File: src/rtl/inst_fetch_sequencer_if.sv
// Program-memory read bus and interpreter issue handshake of the S-Machine fetch sequencer.
// master = sequencer side, slave = memory/interpreter side.
interface inst_fetch_sequencer_if #(
    parameter int ADDR_W = 8,
    parameter int INST_W = 16
);
    logic              mem_rd;
    logic [ADDR_W-1:0] mem_addr;
    logic [INST_W-1:0] mem_data;
    logic              mem_valid;
    logic [INST_W-1:0] inst;
    logic              start;
    logic              done;

    modport master (
        output mem_rd, mem_addr, inst, start,
        input  mem_data, mem_valid, done
    );

    modport slave (
        input  mem_rd, mem_addr, inst, start,
        output mem_data, mem_valid, done
    );
endinterface

File: src/rtl/inst_fetch_sequencer.sv
// S-Machine instruction fetch sequencer: fetches words, runs NOP/JMP/HALT locally, issues the rest.
// Optional retired-instruction counter port enabled by defining SEQ_RETIRE_COUNT_EN.
module inst_fetch_sequencer #(
    parameter int                ADDR_W       = 8,
    parameter int                INST_W       = 16,
    parameter logic [ADDR_W-1:0] RESET_PC     = '0,
    parameter int                DONE_TIMEOUT = 255
) (
    input  logic                  clk,
    input  logic                  rst,
    input  logic                  run,
    inst_fetch_sequencer_if.master bus,
    output logic [ADDR_W-1:0]     pc,
    output logic                  halted,
    output logic                  fault
`ifdef SEQ_RETIRE_COUNT_EN
    ,
    output logic [15:0]           retired
`endif
);

    localparam int CNT_W = (DONE_TIMEOUT < 1) ? 1 : $clog2(DONE_TIMEOUT + 1);
    // Last counter value before the timeout fires; comparing against it avoids a wider adder.
    localparam logic [CNT_W-1:0] CNT_LAST = CNT_W'((DONE_TIMEOUT < 1) ? 0 : DONE_TIMEOUT - 1);

    localparam logic [3:0] OP_NOP  = 4'h0;
    localparam logic [3:0] OP_JMP  = 4'h1;
    localparam logic [3:0] OP_HALT = 4'hF;

    typedef enum logic [2:0] {
        IDLE,
        FETCH,
        ISSUE,
        WAIT_DONE,
        HALT,
        FAULT
    } state_t;

    state_t            state, state_next;
    logic [CNT_W-1:0]  cnt, cnt_next;
    logic [ADDR_W-1:0] pc_next;
    logic              rd_next;
    logic [ADDR_W-1:0] addr_next;
    logic [INST_W-1:0] inst_next;
    logic              start_next;
    logic              halted_next;
    logic              fault_next;
    logic [3:0]        opcode;
`ifdef SEQ_RETIRE_COUNT_EN
    logic [15:0]       retired_next;
`endif

    assign opcode = bus.mem_data[INST_W-1 -: 4];

    always_ff @(posedge clk) begin
        if (rst) begin
            state        <= IDLE;
            cnt          <= '0;
            pc           <= RESET_PC;
            bus.mem_rd   <= 1'b0;
            bus.mem_addr <= RESET_PC;
            bus.inst     <= '0;
            bus.start    <= 1'b0;
            halted       <= 1'b0;
            fault        <= 1'b0;
`ifdef SEQ_RETIRE_COUNT_EN
            retired      <= '0;
`endif
        end else begin
            state        <= state_next;
            cnt          <= cnt_next;
            pc           <= pc_next;
            bus.mem_rd   <= rd_next;
            bus.mem_addr <= addr_next;
            bus.inst     <= inst_next;
            bus.start    <= start_next;
            halted       <= halted_next;
            fault        <= fault_next;
`ifdef SEQ_RETIRE_COUNT_EN
            retired      <= retired_next;
`endif
        end
    end

    always_comb begin
        state_next  = state;
        cnt_next    = cnt;
        pc_next     = pc;
        rd_next     = bus.mem_rd;
        addr_next   = bus.mem_addr;
        inst_next   = bus.inst;
        halted_next = halted;
        fault_next  = fault;
`ifdef SEQ_RETIRE_COUNT_EN
        retired_next = retired;
`endif

        case (state)
            IDLE: begin
                if (run) begin
                    state_next = FETCH;
                    rd_next    = 1'b1;
                    addr_next  = pc;
                end
            end

            // With no request outstanding, FETCH spends one cycle raising the next read.
            FETCH: begin
                if (!bus.mem_rd) begin
                    rd_next   = 1'b1;
                    addr_next = pc;
                end else if (bus.mem_valid) begin
                    rd_next = 1'b0;
                    case (opcode)
                        OP_NOP:  pc_next = pc + ADDR_W'(1);
                        OP_JMP:  pc_next = bus.mem_data[ADDR_W-1:0];
                        OP_HALT: begin
                            state_next  = HALT;
                            halted_next = 1'b1;
                        end
                        default: begin
                            inst_next  = bus.mem_data;
                            state_next = ISSUE;
                        end
                    endcase
                end
            end

            ISSUE: begin
                state_next = WAIT_DONE;
                cnt_next   = '0;
            end

            // done has priority over the timeout in the cycle the limit is reached.
            WAIT_DONE: begin
                if (bus.done) begin
                    pc_next    = pc + ADDR_W'(1);
                    state_next = FETCH;
`ifdef SEQ_RETIRE_COUNT_EN
                    retired_next = retired + 16'd1;
`endif
                end else if (cnt == CNT_LAST) begin
                    state_next = FAULT;
                    fault_next = 1'b1;
                end else begin
                    cnt_next = cnt + CNT_W'(1);
                end
            end

            HALT:    state_next = HALT;
            FAULT:   state_next = FAULT;
            default: state_next = IDLE;
        endcase

        start_next = (state_next == ISSUE);
    end

endmodule
File: src/flat_wrapper.sv
// flat-port wrapper written by rule: the top's interface ports become plain ports
module inst_fetch_sequencer_flat 
#(
    parameter int                ADDR_W       = 8,
    parameter int                INST_W       = 16,
    parameter logic [ADDR_W-1:0] RESET_PC     = '0,
    parameter int                DONE_TIMEOUT = 255
)
  (clk, rst, run, pc, halted, fault, bus_mem_rd, bus_mem_addr, bus_inst, bus_start, bus_mem_data, bus_mem_valid, bus_done);
  inst_fetch_sequencer_if #(.ADDR_W(ADDR_W), .INST_W(INST_W)) bus_i ();
  input  logic clk;
  input  logic rst;
  input  logic run;
  output logic [ADDR_W-1:0] pc;
  output logic halted;
  output logic fault;
  output wire logic [$bits(bus_i.mem_rd)-1:0] bus_mem_rd;
  output wire logic [$bits(bus_i.mem_addr)-1:0] bus_mem_addr;
  output wire logic [$bits(bus_i.inst)-1:0] bus_inst;
  output wire logic [$bits(bus_i.start)-1:0] bus_start;
  input wire logic [$bits(bus_i.mem_data)-1:0] bus_mem_data;
  input wire logic [$bits(bus_i.mem_valid)-1:0] bus_mem_valid;
  input wire logic [$bits(bus_i.done)-1:0] bus_done;
  assign bus_mem_rd = bus_i.mem_rd;
  assign bus_mem_addr = bus_i.mem_addr;
  assign bus_inst = bus_i.inst;
  assign bus_start = bus_i.start;
  assign bus_i.mem_data = bus_mem_data;
  assign bus_i.mem_valid = bus_mem_valid;
  assign bus_i.done = bus_done;
  inst_fetch_sequencer #(.ADDR_W(ADDR_W), .INST_W(INST_W), .RESET_PC(RESET_PC), .DONE_TIMEOUT(DONE_TIMEOUT)) u_core (.clk(clk), .rst(rst), .run(run), .bus(bus_i), .pc(pc), .halted(halted), .fault(fault));
endmodule
File: config.mk
export PLATFORM = sky130hd
export DESIGN_NAME = inst_fetch_sequencer_flat
export DESIGN_NICKNAME = d
export VERILOG_FILES = /design/src/rtl/inst_fetch_sequencer_if.sv /design/src/rtl/inst_fetch_sequencer.sv /design/src/flat_wrapper.sv
export SDC_FILE = /design/constraint.sdc
export NUM_CORES = 1
export LEC_CHECK = 0
export ABC_AREA = 1
export CORE_ASPECT_RATIO = 1.75
export CORE_UTILIZATION = 40
export CTS_CLUSTER_DIAMETER = 40
export DETAILED_ROUTE_END_ITERATION = 6
export GPL_ROUTABILITY_DRIVEN = 0
export PLACE_DENSITY = 0.68
export SLEW_MARGIN = 20
export SYNTH_ARGS = -nofsm -noshare
export SYNTH_HDL_FRONTEND = slang
export SYNTH_SLANG_ARGS = --single-unit
File: constraint.sdc
create_clock -name clk -period 2.6 [get_ports clk]
set_input_delay 0.52 -clock clk [delete_from_list [all_inputs] [get_ports clk]]
set_output_delay 0.52 -clock clk [all_outputs]
set_load 0.1 [all_outputs]
---- After elaboration in Yosys (flattened, before gate mapping) ----
Cells that the tools add are included.
word-level totals
  register bits after elaboration ......... 47
  output and inout port bits .............. 36
cells by class
  mux-type cells .......................... 22
  equality and inequality tests ........... 17
  bitwise logic cells ..................... 2
  reductions and logical operators ........ 14
  add/sub/neg operators ................... 2
operators by type and width
  operator                                               number
  case mux 8 bit (2 select lines)                        4
  two-way mux 8 bit                                      7
  case mux 3 bit (6 select lines)                        1
  adder 8 x 1 -> 8 bit, second input constant            2
  two-way mux 3 bit                                      5
  inequality test 2 bit, second input constant           6
  equality test 3 x 2 -> 1 bit, second input constant    3
  AND reduction 3 bit                                    3
  equality test 8 bit, second input constant             1
  AND reduction 4 bit                                    2
  equality test 3 bit, second input constant             2
  case mux 3 bit (2 select lines)                        1
  nonzero test 2 bit                                     3
  AND reduction 5 bit                                    1
  equality test 4 x 1 -> 1 bit, second input constant    1
  equality test 4 bit, second input constant             1
  logical NOT 4 bit                                      1
  equality test 3 x 1 -> 1 bit, second input constant    1
  logical NOT 3 bit                                      1
  two-way mux 1 bit                                      3
  inequality test 3 bit, second input constant           1
  OR reduction 3 bit                                     1
  inequality test 2 x 1 -> 1 bit, second input constant  1
  NOT 1 bit                                              2
  3 further kinds                                        3

---- Longest topological paths before layout ----
Gate-level depths: netlist (run 1).
  depth after elaboration ................. 7
  mapped depth ............................ 11
  depth with buffers taken out ............ 11

---- Worst setup path after synthesis (run 1) ----
OpenSTA, ideal clock, no wires.
  path kind ............................... flip-flop to flip-flop
  start point ............................. register u_core.bus.mem_rd
  end point ............................... register u_core.bus.inst[13]
  required time ........................... 2.532 ns
  path slack .............................. 0.618 ns
  cell stages (with the launch flop) ...... 8
  buffers on the path ..................... 1
  arrival time ............................ 1.914 ns
  cell sequence ........................... dfxtp_1 -> nand2_1 -> inv_1 -> nand4_4 -> inv_2 -> buf_6 -> o21ai_1 -> a21oi_2
on the way
  cells in the longest elaborated chain, start to end .. 1
RTL lines
  item                                  RTL line                       RTL
  from (decl)                           inst_fetch_sequencer_if.sv:16  output mem_rd, mem_addr, inst, start,
  from (signal assigned)                inst_fetch_sequencer.sv:73     bus.mem_rd <= rd_next;
  AND reduction 4 bit (no source line)  n/a
  to (signal assigned)                  inst_fetch_sequencer.sv:75     bus.inst <= inst_next;
  to (decl)                             inst_fetch_sequencer_if.sv:16
No other way between the ends.
A chain may end at the register's enable or synchronous reset.

---- Worst setup path after layout (run 1) ----
  start point ............................. input port bus_mem_valid
  end point ............................... register u_core.bus.inst[15]
on the way
  cells in the longest elaborated chain, start to end .. 1
RTL lines
  item                                  RTL line            RTL
  from (decl)                           flat_wrapper.sv:22  input wire logic [$bits(bus_i.mem_valid)-1:0] bus_mem_valid;
  AND reduction 4 bit (no source line)  n/a
No other way between the ends.

==> results.txt, run 1 <==
Total die area = 5820 um2
Die width = 58.1 um
Synth Area in Adders = 1.70%
Clk sinks = 47
Hold Fails Final Rpt = 0
Pwr dens = 660 nW/um2
Seq pwr share = 41.8%
Site row count = 35
Longest Clk Path Bufs = 2
Final nets = 380
Slew @ Worst Pin = 0.382 ns
Max incr delay on CP = 0.46 ns
Crit-path cells = clkdlybuf4s50_1 -> nand2_1 -> inv_1 -> nand4_4 -> inv_2 -> o21ai_0 -> a21oi_1
Power, Total = 1.87 mW
Syn_nets = 326
Via density = 4.83
Post-synthesis cell area = 2200 um2
Final instance area = 2830 um2
Port Buf Inserts = 56
Post-DRT Antenna Nets = 0
GRT Resource Usage Total = 20.6%
Postcts setup bufs = 0
LEAKAGE = 1.24 nW
Post-synthesis mux area share = 0%
Synthesized flop and latch total = 47
Fmax = 521 MHz
Final min period = 1.92 ns
Switching Share = 33.2%
Crit path kind = in -> reg
Initial DRC Count = 96
Worst IR drop on VDD = 528 uV
Setup TNS Final = 0 ns
N_diodes = 0
Drt pass-1 iters = 4
Synth Area in Compound Gates = 15.3%
Top delay family on crit path = buffers and inverters
Part of the power in combinational logic = 24.6%
RSZ-0062 raised after global routing = no
I/O pin count = 57
Htree depth = 2
Core Area = 5300 um2
CP max-delay cell = clkdlybuf4s50_1
Synth Area in XOR/XNOR = 0.795%
Cts repair resizes = 0
Num CTS Buffers = 5
Crit path capture type = flop
Seq/Total Area, Yosys = 42.7%
Cell internal pwr = 1.25 mW
Outcome = finished clean
Via count = 2,082
Die Height = 100 um
Max_cap viols = 0
DR DRC count = 0
Drt wl/cell = 12.8 um
Slew Viols, Final = 0
Largest family of logic cells by synthesized area = simple AND/OR/NAND/NOR gates
First-pass GRT wire length = 9.29 mm
Hold Crit Class = reg -> reg
Worst EP required = 2.83 ns
Layout area overhead = 28.4%
Clock transition at path regs = 0.09 ns
Unique masters post-synth = 35
Starting Density = 41.6%
Share of layout cells above drive strength 1 = 18.5%
Vias in the first global route = 2,069
Sw Pwr = 620 uW
Period utilization = 73.8%
Layout Skew = 0.0116 ns
Routed WL = 5.50 mm
Ys Warns = 0
Hold_buf cts = 0
Hold Slack = 0.488 ns
CTS tree = built
Synth Instances = 302
Clk root buf = clkbuf_8
Syn_area_per_cell = 7.30 um2
Final setup vio count = 0
Relative slew slack = 74.5%
Grt ovf = 0
Initial antenna violation count = 0
Largest net degree at the start of global routing = 29
Post-DP HPWL = 4.21 mm
Simple-gate share of the synthesized area = 30.4%
Critical Path Source Type = input port
Max FO, Critical Path = 22
Arrival @ worst endpoint = 2.15 ns
Buf/Inv on CP = 3
Clock share of power = 33.6%
Post-DP Area = 2700 um2
Clk Latency, worst-skew pair = 0.30 ns
-- state kept, by name, summed over array words and instances (netlist names) --
| register | flops |
|---|---|
| u_core.fault | 1 |
| u_core.bus.inst | 16 |
| u_core.halted | 1 |
| u_core.bus.start | 1 |
| u_core.state | 3 |
| u_core.bus.mem_addr | 8 |
| u_core.bus.mem_rd | 1 |
| u_core.cnt | 8 |
| u_core.pc | 8 |
-- path summary, 6_finish.rpt --
| path | endpoint | startpoint | slack [ns] | cells after the start |
|---|---|---|---|---|
| worst min register to register | u_core.halted | u_core.halted | 0.49 | 2 |
| worst max-delay path | u_core.bus.inst[15] | bus_mem_valid | 0.68 | 7 |
| worst max register to register | u_core.bus.inst[15] | u_core.state[2] | 0.95 | 7 |
| worst min-delay path | u_core.halted | u_core.halted | 0.49 | 2 |
-- per-stage QoR --
stage	instances	setup WS, ns	util (%)
global route	431	0.579	53.4
global placement	423	0.402	50.9
finish	431	0.681	53.4
detailed placement	423	0.338	50.9
CTS	431	0.660	53.4
floorplan	302	0.618	-
-- power groups by stage --
| stage | combinational (mW) | clock (mW) | sequential (mW) |
|---|---|---|---|
| 2_1_floorplan | 0.122 | 0 | 1.03 |
| 5_1_grt | 0.484 | 0.673 | 0.786 |
| 4_1_cts | 0.461 | 0.637 | 0.781 |
| 3_5_place_dp | 0.460 | 0 | 0.798 |
| 3_3_place_gp | 0.459 | 0 | 0.797 |
| 6_report | 0.460 | 0.628 | 0.780 |
-- cells in the final DEF, fill, tap and decap left out, types with 3 or more instances in the layout --
master / count
a21oi_1: 19
nor3b_1: 4
dfxtp_1: 47
nand3_1: 15
inv_2: 4
clkbuf_8: 5
ha_1: 3
nand2_2: 5
o21ai_0: 30
a21oi_2: 3
nor2_4: 3
buf_4: 38
clkdlybuf4s50_1: 20
o21ai_1: 5
inv_1: 26
nand2_1: 47
nor2_1: 63
-- worst reg2reg max path, stage by stage (launching register included) --
cell and delay [ns]:
dfxtp_1 0.42, nor2_4 0.15, nand2_4 0.08, clkinv_2 0.09, nand4_4 0.20, inv_2 0.37
o21ai_0 0.13, a21oi_1 0.14
-- cell type report --
type | instances | area, um2
Sequential cell | 47 | 941
Fill cell | 532 | 2470
Multi-Input combinational cell | 213 | 1060
Inverter | 31 | 118
Clock buffer | 6 | 72.6
Timing Repair Buffer | 58 | 485
Tap cell | 74 | 92.6
Clock inverter | 2 | 60.1
-- synthesized netlist by cell type, drive strengths merged --
| master | number | area (um2) |
|---|---|---|
| o2111ai | 1 | 8.76 |
| nor3b | 4 | 30.0 |
| xor2 | 1 | 8.76 |
| nand2 | 53 | 219 |
| o21ai | 35 | 175 |
| clkbuf | 3 | 12.5 |
| and3b | 1 | 8.76 |
| clkinv | 1 | 5.00 |
| inv | 30 | 113 |
| xnor2 | 1 | 8.76 |
| nor2 | 67 | 277 |
| nand3 | 15 | 75.1 |
| a31oi | 1 | 6.26 |
| a21oi | 23 | 138 |
| nor3 | 3 | 20.0 |
| nand4 | 3 | 33.8 |
| ha | 3 | 37.5 |
| and3 | 1 | 6.26 |
| a311oi | 1 | 8.76 |
| buf | 8 | 72.6 |
| dfxtp | 47 | 941 |
-- logic make-up after synthesis --
kind of cell	count (synthesis)
DFF	47
adders and majority gates	3
xor gates and xnor gates	2
and+or+nand+nor	147
buffers and inverters	42
AOI/OAI and AO/OA	61
-- per-layer routing --
metal  part of all wire [%]  vias up  wire [um]  global-route usage, %
met1                     39      933       2150                   20.9
met3                    3.2       14        176                   3.35
li1                       -     1083          -                      -
met2                     55       52       3010                   39.3
met4                    3.0        0        165                   9.71
met5                      0        -          0                      0
Note: power is estimated with default switching activity, not from simulation.
==> run 2: changes to the inputs <==
- clock period: 2.6 -> 1.8 ns (I/O delays scaled with it)
==> run 2 against run 1 <==
Net effect: sequential power grew 47%; wire length is 6.0% higher; utilization rose by 8.9 points; global-route usage rose by 1.0 points; via count up 4.8%; cell count up 1.6%; first-iteration DRC count is 6.3% lower; sequential cell count unchanged; power grew 40%; critical path depth is 3 higher; non-clock buffer count increased by 8; clock skew fell by 0.0037 ns; largest cell class unchanged; largest power group unchanged; highest routed layer unchanged.
==> results.txt, run 2 (synthesized netlist as in run 1, its figures left out) <==
Outcome = finished clean
Pwr dens = 789 nW/um2
Post-DP HPWL = 4.42 mm
Largest net degree at the start of global routing = 23
Relative slew slack = 74.9%
Site row count = 35
Commonest non-fill, non-tap cells in the layout = 63 x nor2_1, 47 x nand2_1, 43 x dfxtp_1
Crit path kind = in -> reg
Power, Total = 2.61 mW
Reg2Reg Depth = 9
Drt pass-1 iters = 4
Period utilization = 87.7%
Placed insts = 431
Setup TNS Final = 0 ns
Worst IR drop on VDD = 727 uV
Commonest non-fill, non-tap cell in the layout = nor2_1
Share of layout cells above drive strength 1 = 21.7%
Final cell count without fillers = 438
Slew @ Worst Pin = 0.375 ns
Layout Skew = 0.00785 ns
Max FO, Critical Path = 11
Postcts setup bufs = 0
Initial antenna violation count = 0
Vias in the first global route = 2,082
Layout area overhead = 49.7%
Final instance area = 3300 um2
Max FFs per register = 16
Num CTS Buffers = 5
Worst EP required = 2.04 ns
Pre-CTS setup slack = -0.155 ns
Clk root buf = clkbuf_8
LEAKAGE = 1.37 nW
Drt wl/cell = 13.3 um
Final setup vio count = 0
Hold Slack = 0.515 ns
Worst hold stages = 1
Initial DRC Count = 90
Clk Latency, worst-skew pair = 0.30 ns
Cts repair resizes = 0
Starting Density = 41.6%
Die Height = 100 um
Crit path from = bus_mem_data[13]
RSZ-0062 raised after global routing = no
Max_cap viols = 0
Crit path capture type = flop
Beginning of the worst hold path = u_core.cnt[0]
Total die area = 5820 um2
Via count = 2,182
Clock transition at path regs = 0.08 ns
DR DRC count = 0
GRT Resource Usage Total = 21.7%
Longest Clk Path Bufs = 2
Port Buf Inserts = 56
Hold Fails Final Rpt = 0
I/O pin count = 57
Core Area = 5300 um2
Critical R2R Launch = u_core.cnt[0]
Post-DRT Antenna Nets = 0
Biggest register = u_core.bus.inst
Post-DP Area = 3210 um2
Clk sinks = 47
Fmax = 634 MHz
Final WS setup = 0.221 ns
Final nets = 388
Final min period = 1.58 ns
Arrival @ worst endpoint = 1.81 ns
Routed WL = 5.83 mm
Hold Crit Class = reg -> reg
Util after Layout = 62.3%
N_diodes = 0
Critical Path Source Type = input port
CTS tree = built
First-pass GRT wire length = 9.59 mm
Htree depth = 2
Grt ovf = 0
Die width = 58.1 um
Slew Viols, Final = 0
Hold_buf cts = 0
Via density = 4.98
[run 2: layer usage]
layer	GRT usage, %	share of wire, %
met2	39.3	55
met5	0	0
met3	3.22	3.8
met4	11.5	3.4
met1	23.4	38
[run 2: worst max-delay path: stages]
cell and delay [ns]:
clkdlybuf4s50_1 0.42, inv_1 0.08, nand3_1 0.16, inv_1 0.17, nand2_2 0.16, inv_2 0.15
nand2_1 0.06, nand2_1 0.06, nand2_1 0.06, a21oi_1 0.12
[run 2: area by class of cell]
cell class,instances,area (um2)
Fill cell,479,2000
Multi-Input combinational cell,213,1060
Timing Repair Buffer,66,996
Sequential cell,47,946
Inverter,31,118
Tap cell,74,92.6
Clock buffer,6,82.6
Clock inverter,1,5.00
[run 2: power by group]
group | switching, mW | leakage, nW | internal (mW)
logic | 0.515 | 0.935 | 0.287
clock network | 0.348 | 0.0470 | 0.302
registers | 0.0608 | 0.383 | 1.09
[run 2: path summary, 6_finish.rpt]
kind	to	slack, ns
setup reg to reg	u_core.cnt[4]	0.25
hold reg to reg	u_core.cnt[0]	0.51
setup / recovery	u_core.pc[1]	0.22
hold / removal	u_core.cnt[0]	0.51
==> run 3: changes to the inputs <==
- GPL_ROUTABILITY_DRIVEN: 0 -> 1
==> run 3 against run 2 <==
Net effect: die area unchanged; clock skew increased by 0.0044 ns; utilization barely moved; sequential share of layout area hardly changed; worst hold slack worse by 0.021 ns; sequential cell count stayed put; count of clock-buffer cells in the layout is 1 higher; via count shrank 3.2%; power is 0.87% lower; critical path depth shrank 1; first-iteration DRC count fell by 1.1%; fmax fell by 0.78%.
==> results.txt, run 3 (synthesized netlist as in run 1, its figures left out) <==
Critical Path Source Type = input port
Final nets = 389
Outcome = finished clean
Clock transition at path regs = 0.09 ns
Max_cap viols = 0
Period utilization = 88.4%
GRT Resource Usage Total = 21.3%
Commonest non-fill, non-tap cell in the layout = nor2_1
RSZ-0062 raised after global routing = no
First-pass GRT wire length = 9.44 mm
N_diodes = 0
Power, Total = 2.58 mW
Post-DRT Antenna Nets = 0
Routed WL = 5.71 mm
Multi-input logic area = 1060 um2
Final WS setup = 0.209 ns
Clk root buf = clkbuf_8
Hold Fails Final Rpt = 0
CTS tree = built
Met3 WL = 188 um
Via count = 2,112
DRT met1 WL = 2.25 mm
Layout Skew = 0.0122 ns
Drt wl/cell = 13.0 um
DR DRC count = 0
Via density = 4.80
Max FFs per register = 16
Initial DRC Count = 89
Grt ovf = 0
Htree depth = 2
Fill count = 471
Initial antenna violation count = 0
Max FO, Critical Path = 11
Share of layout cells above drive strength 1 = 21.6%
Site row count = 35
GP Congestion = 0.846
Register area = 946 um2
Drt pass-1 iters = 4
WL met2 = 3.12 mm
Final min period = 1.59 ns
Relative slew slack = 75.2%
I/O pin count = 57
Die Height = 100 um
Crit path capture type = flop
Starting Density = 41.6%
Num CTS Buffers = 5
Final setup vio count = 0
Clk Latency, worst-skew pair = 0.31 ns
Vias in the first global route = 2,059
Port Buf Inserts = 56
Die width = 58.1 um
Longest Clk Path Bufs = 2
Total die area = 5820 um2
Largest net degree at the start of global routing = 23
LEAKAGE = 1.37 nW
Worst EP required = 2.04 ns
Slew @ Worst Pin = 0.372 ns
Commonest non-fill, non-tap cells in the layout = 63 x nor2_1, 47 x nand2_1, 43 x dfxtp_1
Slew Viols, Final = 0
Top Metal Used = met4
Postcts setup bufs = 0
Fmax = 629 MHz
Clk sinks = 47
Post-DP HPWL = 4.41 mm
Pre-CTS setup slack = -0.105 ns
Crit path kind = in -> reg
Hold Crit Class = reg -> reg
Pwr dens = 782 nW/um2
Worst IR drop on VDD = 571 uV
Biggest register = u_core.bus.inst
Hold Slack = 0.494 ns
Core Area = 5300 um2
Arrival @ worst endpoint = 1.83 ns
Layout area overhead = 49.8%
## run 3: changes by cell type in the layout (fill, tap and decap cells not counted)
cell | before | now
clkbuf_8 | 6 | 5
clkbuf_1 | 0 | 2
buf_4 | 10 | 11
## run 3: area by class of cell
| cell class | count | area share [%] |
|---|---|---|
| Clock buffer | 7 | 2.31 |
| Clock inverter | 1 | 0.152 |
| Inverter | 31 | 3.56 |
| Multi-Input combinational cell | 213 | 32.1 |
| Sequential cell | 47 | 28.6 |
| Tap cell | 74 | 2.80 |
| Timing Repair Buffer | 67 | 30.4 |
## run 3: metal layers
metal / track usage [%] / up-vias
li1: - / 1096
met4: 10.4 / 0
met1: 22.7 / 951
met5: 0 / -
met2: 39.2 / 51
met3: 3.74 / 14
## run 3: worst max-delay path, stage by stage
cell and delay, ns:
clkdlybuf4s50_1 0.48, inv_1 0.05, nand3_1 0.16, inv_1 0.12, nand2_2 0.19, inv_2 0.10
o21ai_0 0.21, nor2_1 0.06, nor2_1 0.10
## run 3: final timing paths
| kind | cells past startpoint | start | end | slack, ns |
|---|---|---|---|---|
| hold reg to reg | 1 | u_core.cnt[0] | u_core.cnt[0] | 0.49 |
| setup / recovery | 9 | bus_mem_data[13] | u_core.pc[3] | 0.21 |
| setup reg to reg | 9 | u_core.cnt[0] | u_core.cnt[3] | 0.28 |
| hold / removal | 1 | u_core.cnt[0] | u_core.cnt[0] | 0.49 |
## run 3: per-stage QoR
step / setup TNS, ns / cells / util, % / area [um2]
floorplan: 0 / 302 / - / 2210
global placement: -0.659 / 432 / 60.8 / 3220
detailed placement: -0.996 / 432 / 60.8 / 3220
CTS: 0 / 440 / 62.3 / 3300
global route: 0 / 440 / 62.3 / 3300
finish: 0 / 440 / 62.3 / 3300
## run 3: timing repair
action / in CTS / in global routing
hold buffers: 0 / 0
gates resized for setup: 0 / 1
endpoints found under the setup margin: 0 / 2
## run 3: power breakdown
part           internal (mW)  total, mW  switching, mW
registers               1.09       1.15         0.0615
clock network          0.273      0.624          0.351
logic                  0.290      0.805          0.514
total                   1.66       2.58          0.927
